### config.mk
export PLATFORM = sky130hd
export DESIGN_NAME = mag_power_ctrl
export DESIGN_NICKNAME = d
export VERILOG_FILES = /design/src/rtl/mag_power_ctrl.sv
export SDC_FILE = /design/constraint.sdc
export NUM_CORES = 1
export LEC_CHECK = 0
export CAP_MARGIN = 20
export CORE_MARGIN = 5
export CORE_UTILIZATION = 59
export CTS_BUF_LIST = sky130_fd_sc_hd__clkbuf_4
export DETAILED_ROUTE_END_ITERATION = 8
export PLACE_DENSITY = 0.86
export SLEW_MARGIN = 10
export SYNTH_ARGS = -nofsm -noshare
export SYNTH_HDL_FRONTEND = slang
export SYNTH_SLANG_ARGS = --single-unit
### constraint.sdc
create_clock -name clk -period 7.2 [get_ports clk]
set_input_delay 0.72 -clock clk [delete_from_list [all_inputs] [get_ports clk]]
set_output_delay 0.72 -clock clk [all_outputs]
set_load 0.03 [all_outputs]
### src/rtl/mag_power_ctrl.sv
// Microwave magnetron power controller: cook-cycle state machine plus a
// duty-cycle modulator that drives the magnetron for lvl_q of every PERIOD clocks.
module mag_power_ctrl #(
  parameter int PWR_W     = 4,
  parameter int PERIOD    = 10,
  parameter int DONE_HOLD = 8
) (
  input  logic             clk,
  input  logic             rstn,
  input  logic             startn,
  input  logic             stopn,
  input  logic             clearn,
  input  logic             door_closed,
  input  logic             timer_done,
  input  logic [PWR_W-1:0] power_level,
  output logic             mag_on,
  output logic [1:0]       state,
  output logic             timer_en,
  output logic             done_beep
);

  localparam int LVL_W = PWR_W + 1;
  localparam int PH_W  = PWR_W;
  localparam int BC_W  = $clog2(DONE_HOLD + 1);

  typedef enum logic [1:0] {
    S_IDLE  = 2'b00,
    S_COOK  = 2'b01,
    S_PAUSE = 2'b10,
    S_DONE  = 2'b11
  } state_t;

  state_t            r_state;
  state_t            w_nxt;
  logic              r_start_q;
  logic              r_start_seen;
  logic [PH_W-1:0]   r_phase;
  logic [PH_W-1:0]   w_phase_nxt;
  logic [LVL_W-1:0]  r_lvl;
  logic [LVL_W-1:0]  w_lvl_nxt;
  logic [BC_W-1:0]   r_beep_cnt;
  logic              r_mag;
  logic              r_ten;
  logic              r_beep;
  logic              w_press;

  function automatic logic [LVL_W-1:0] clamp_lvl(input logic [PWR_W-1:0] p);
    if ({1'b0, p} > LVL_W'(PERIOD)) return LVL_W'(PERIOD);
    return {1'b0, p};
  endfunction

  // The reset value of the edge register is not a real sample of startn, so a
  // button held through reset release must not be mistaken for a new press.
  assign w_press = r_start_seen & r_start_q & ~startn;

  always_comb begin
    w_nxt = r_state;
    unique case (r_state)
      S_IDLE: begin
        if (clearn && w_press && door_closed && !timer_done) w_nxt = S_COOK;
      end
      S_COOK: begin
        if (!clearn)           w_nxt = S_IDLE;
        else if (!door_closed) w_nxt = S_PAUSE;
        else if (!stopn)       w_nxt = S_PAUSE;
        else if (timer_done)   w_nxt = S_DONE;
      end
      S_PAUSE: begin
        if (!clearn || !stopn)           w_nxt = S_IDLE;
        else if (w_press && door_closed) w_nxt = S_COOK;
      end
      S_DONE: begin
        if (!clearn || w_press || !door_closed) w_nxt = S_IDLE;
      end
      default: w_nxt = S_IDLE;
    endcase
  end

  always_comb begin
    w_phase_nxt = '0;
    if (w_nxt == S_COOK) begin
      if (r_state == S_COOK)
        w_phase_nxt = (r_phase == PH_W'(PERIOD - 1)) ? '0 : r_phase + PH_W'(1);
      else
        w_phase_nxt = r_phase;
    end else if (w_nxt == S_PAUSE) begin
      w_phase_nxt = r_phase;
    end
  end

  // Power level is captured only on a fresh start; resuming from PAUSE keeps it.
  assign w_lvl_nxt = (r_state == S_IDLE && w_nxt == S_COOK) ? clamp_lvl(power_level) : r_lvl;

  always_ff @(posedge clk or negedge rstn) begin
    if (!rstn) begin
      r_state      <= S_IDLE;
      r_start_q    <= 1'b1;
      r_start_seen <= 1'b0;
      r_phase      <= '0;
      r_lvl        <= '0;
      r_beep_cnt   <= '0;
      r_mag        <= 1'b0;
      r_ten        <= 1'b0;
      r_beep       <= 1'b0;
    end else begin
      r_state      <= w_nxt;
      r_start_q    <= startn;
      r_start_seen <= 1'b1;
      r_phase      <= w_phase_nxt;
      r_lvl        <= w_lvl_nxt;
      r_mag        <= (w_nxt == S_COOK) && ({1'b0, w_phase_nxt} < w_lvl_nxt);
      r_ten        <= (w_nxt == S_COOK);
      if (w_nxt == S_DONE) begin
        if (r_state != S_DONE) begin
          r_beep_cnt <= BC_W'(1);
          r_beep     <= 1'b1;
        end else if (r_beep_cnt < BC_W'(DONE_HOLD)) begin
          r_beep_cnt <= r_beep_cnt + BC_W'(1);
          r_beep     <= 1'b1;
        end else begin
          r_beep     <= 1'b0;
        end
      end else begin
        r_beep_cnt <= '0;
        r_beep     <= 1'b0;
      end
    end
  end

  assign mag_on    = r_mag;
  assign state     = r_state;
  assign timer_en  = r_ten;
  assign done_beep = r_beep;

endmodule

==> summary.txt <==
diodes inserted -> 0
post-DR vias/cell -> 5.84
Die H -> 51.9 um
Synth Area per Inst -> 10.7 um^2
drt total wl -> 1930 um
Final Hold Fails -> 0
Hold Buf Count CTS -> 0
total CTS buffers -> 3
grt ovf -> 0
critical path launch point type -> primary input
Top Ports -> 16
Port-buffer cells -> 15
Worst-Margin Slew -> 0.837 ns
most frequent cells in the layout -> dfrtp_1, clkdlybuf4s50_1, nand2_1
Worst Skew -> 0.00776 ns
Syn Std Cell Area -> 0.00104 mm^2
syn_nets -> 112
crit-path max FO -> 6
initial antenna violation count -> 0
Filler Cells Inserted -> 111
clock-pin slew on the worst setup and hold paths -> 0.11 ns
largest area contributor in the netlist -> dfrtp_1
setup repair bufs after CTS -> 0
slew margin rel. -> 44.0%
Max VDD drop -> 0.136 mV
DR WL/cell -> 14.5 um
via count -> 777
first-pass GRT wire length -> 3260 um
Post-CTS Resized -> 0
post-layout net count -> 132
LEAKAGE -> 0.619 nW
worst stage delay on the critical path -> 0.52 ns
Max H-tree Level -> 1
Synth top area share -> 45.9%
synth unique cells -> 40
power per cell area -> 186 mW/mm^2
Crit Path Class -> primary input to flop
fmax -> 301 MHz
1st-pass router iterations -> 4
Initial DRC Count -> 18
share of cells above drive strength 1 -> 12.9%
largest net degree at the start of global routing -> 21
RSZ-0062 raised after global routing -> false
hold crit path type -> flop to flop
Mapped Cells -> 97
run status -> finished clean
CTS root buffer -> clkbuf_4
gr usage total -> 16.9%
fin crit share -> 46.1%
CP max-delay cell -> clkdlybuf4s50_1
Final ANT Viol Nets -> 0
final setup TNS -> 0 ns
Area Overhead vs Synth -> 21.6%
FF+latch count, synth -> 20
post-DP HPWL -> 1470 um
max_cap viols -> 0
Rows -> 15
CTS tree -> yes
Routability Congestion -> 0.773
Setup violations, final -> 0
CP Cell Sequence -> clkdlybuf4s50_1, mux2_4, a32o_2, o21bai_2, nor2b_1, a221o_1, ha_1, a21o_1, a21oi_1, and3_1, a21oi_1, o21ai_1
Req. time, crit path -> 7.45 ns
number of clock sinks seen by CTS -> 20
worst-skew pair later-pin latency -> 0.31 ns
Worst Setup End Kind -> flop
most frequent CP cell -> a21oi_1
core area -> 0.00169 mm^2
maximum root-to-sink buffer count -> 2
sequential area share after synthesis -> 48.4%
most common cell after layout, fill and taps aside -> dfrtp_1
min cycle time layout -> 3.32 ns
Slew Viols, Final -> 0
top cells by area, synth -> dfrtp_1, ha_1, nor2b_1
Die Wd -> 51.9 um
DRC -> 0
Die ar. -> 0.00269 mm^2
WP data arrival -> 3.57 ns
Power, Total -> 234 uW
Initial Util -> 61.3%
Yosys Warn Count -> 0
vias in the first global route -> 772
## logic make-up after synthesis
| logic type | count (synthesis) | share of synthesized area, % |
|---|---|---|
| AOI/OAI and AO/OA | 25 | 18.1 |
| xor gates and xnor gates | 2 | 1.69 |
| adders and majority gates | 4 | 4.83 |
| buffers and inverters | 4 | 1.45 |
| DFF | 20 | 48.4 |
| muxes | 4 | 4.35 |
| other | 1 | 0.362 |
| and+or+nand+nor | 37 | 20.8 |
## per-stage QoR
stage | cells | worst slack (ns) | instance area (um^2) | util, % | hold WS, ns
final | 133 | 3.88 | 1260 | 74.6 | 0.503
after global routing | 133 | 3.77 | 1260 | 74.6 | 0.523
after CTS | 133 | 3.91 | 1260 | 74.6 | 0.512
after detailed placement | 129 | 3.58 | 1210 | 71.5 | 0.481
after global placement | 129 | 3.68 | 1210 | 71.5 | 0.478
after floorplan | 97 | 4.31 | 1040 | - | 0.424
## power by group
group          switching, mW  internal [mW]
sequential           0.00158          0.117
combinational         0.0126         0.0115
clock                 0.0353         0.0564
## final cells by class
type	count	area (um^2)	share of cell area, %
multi-input cells	73	519	41.2
flip-flops and latches	20	502	39.8
repair buffers	15	150	11.9
clock inverters	1	30.0	2.38
clock buffers	3	22.5	1.79
well taps	17	21.3	1.69
inverters	4	15.0	1.19
## registers in the layout (all words and copies together), names as in the netlist
register	count
r_start_q	1
r_phase	4
r_start_seen	1
state	2
done_beep	1
timer_en	1
r_beep_cnt	4
r_lvl	5
mag_on	1
## final timing paths
check	cells after the start	slack [ns]	startpoint	end
worst max-delay path	12	3.88	door_closed	mag_on
worst min-delay path	1	0.50	r_lvl[4]	r_lvl[4]
worst max register to register	11	4.27	state[0]	mag_on
worst min register to register	1	0.50	r_lvl[4]	r_lvl[4]
max in group asynchronous	1	5.81	rstn	r_start_seen
min in group asynchronous	1	0.88	rstn	r_beep_cnt[1]
## critical path: cells and delay by family
| family | cells | cell delay, ns |
|---|---|---|
| adders and majority gates | 1 | 0.31 |
| buffers and inverters | 1 | 0.52 |
| AOI/OAI and AO/OA | 7 | 1.38 |
| and+or+nand+nor | 2 | 0.34 |
| muxes | 1 | 0.32 |
## metal layers
metal  global-route usage (%)  share of wire, %  routed length, um  vias up
li1                         -                 -                  -      389
met1                     21.0                46                893      364
met2                     26.6                47                908       19
met3                     3.44               3.9                 76        5
met4                     10.5               2.4                 47        0
met5                        0                 0                  0        -
## cell usage after synthesis
master	number
and3_2	1
nor2_1	5
o21bai_2	1
o21ai_0	4
and3b_2	1
a31oi_1	4
a32o_2	1
nand2_2	1
nand3_1	3
nor3b_1	1
nor2b_1	5
xor2_1	1
a21o_1	1
and2b_2	1
a21oi_1	4
mux2i_1	3
a22oi_1	1
a221o_1	1
nand3b_1	2
nand2b_1	2
o211ai_1	1
o21ai_1	1
a21oi_2	2
dfrtp_1	19
a22o_1	2
conb_1	1
nand4b_1	1
mux2_4	1
o21a_1	1
nor3_1	1
and3b_1	1
nand2_1	6
nand4_1	1
a211oi_4	1
dfstp_2	1
xnor2_1	1
inv_1	4
and3_1	2
and2_1	3
ha_1	4
No activity file was read; power rests on OpenSTA's default activity.
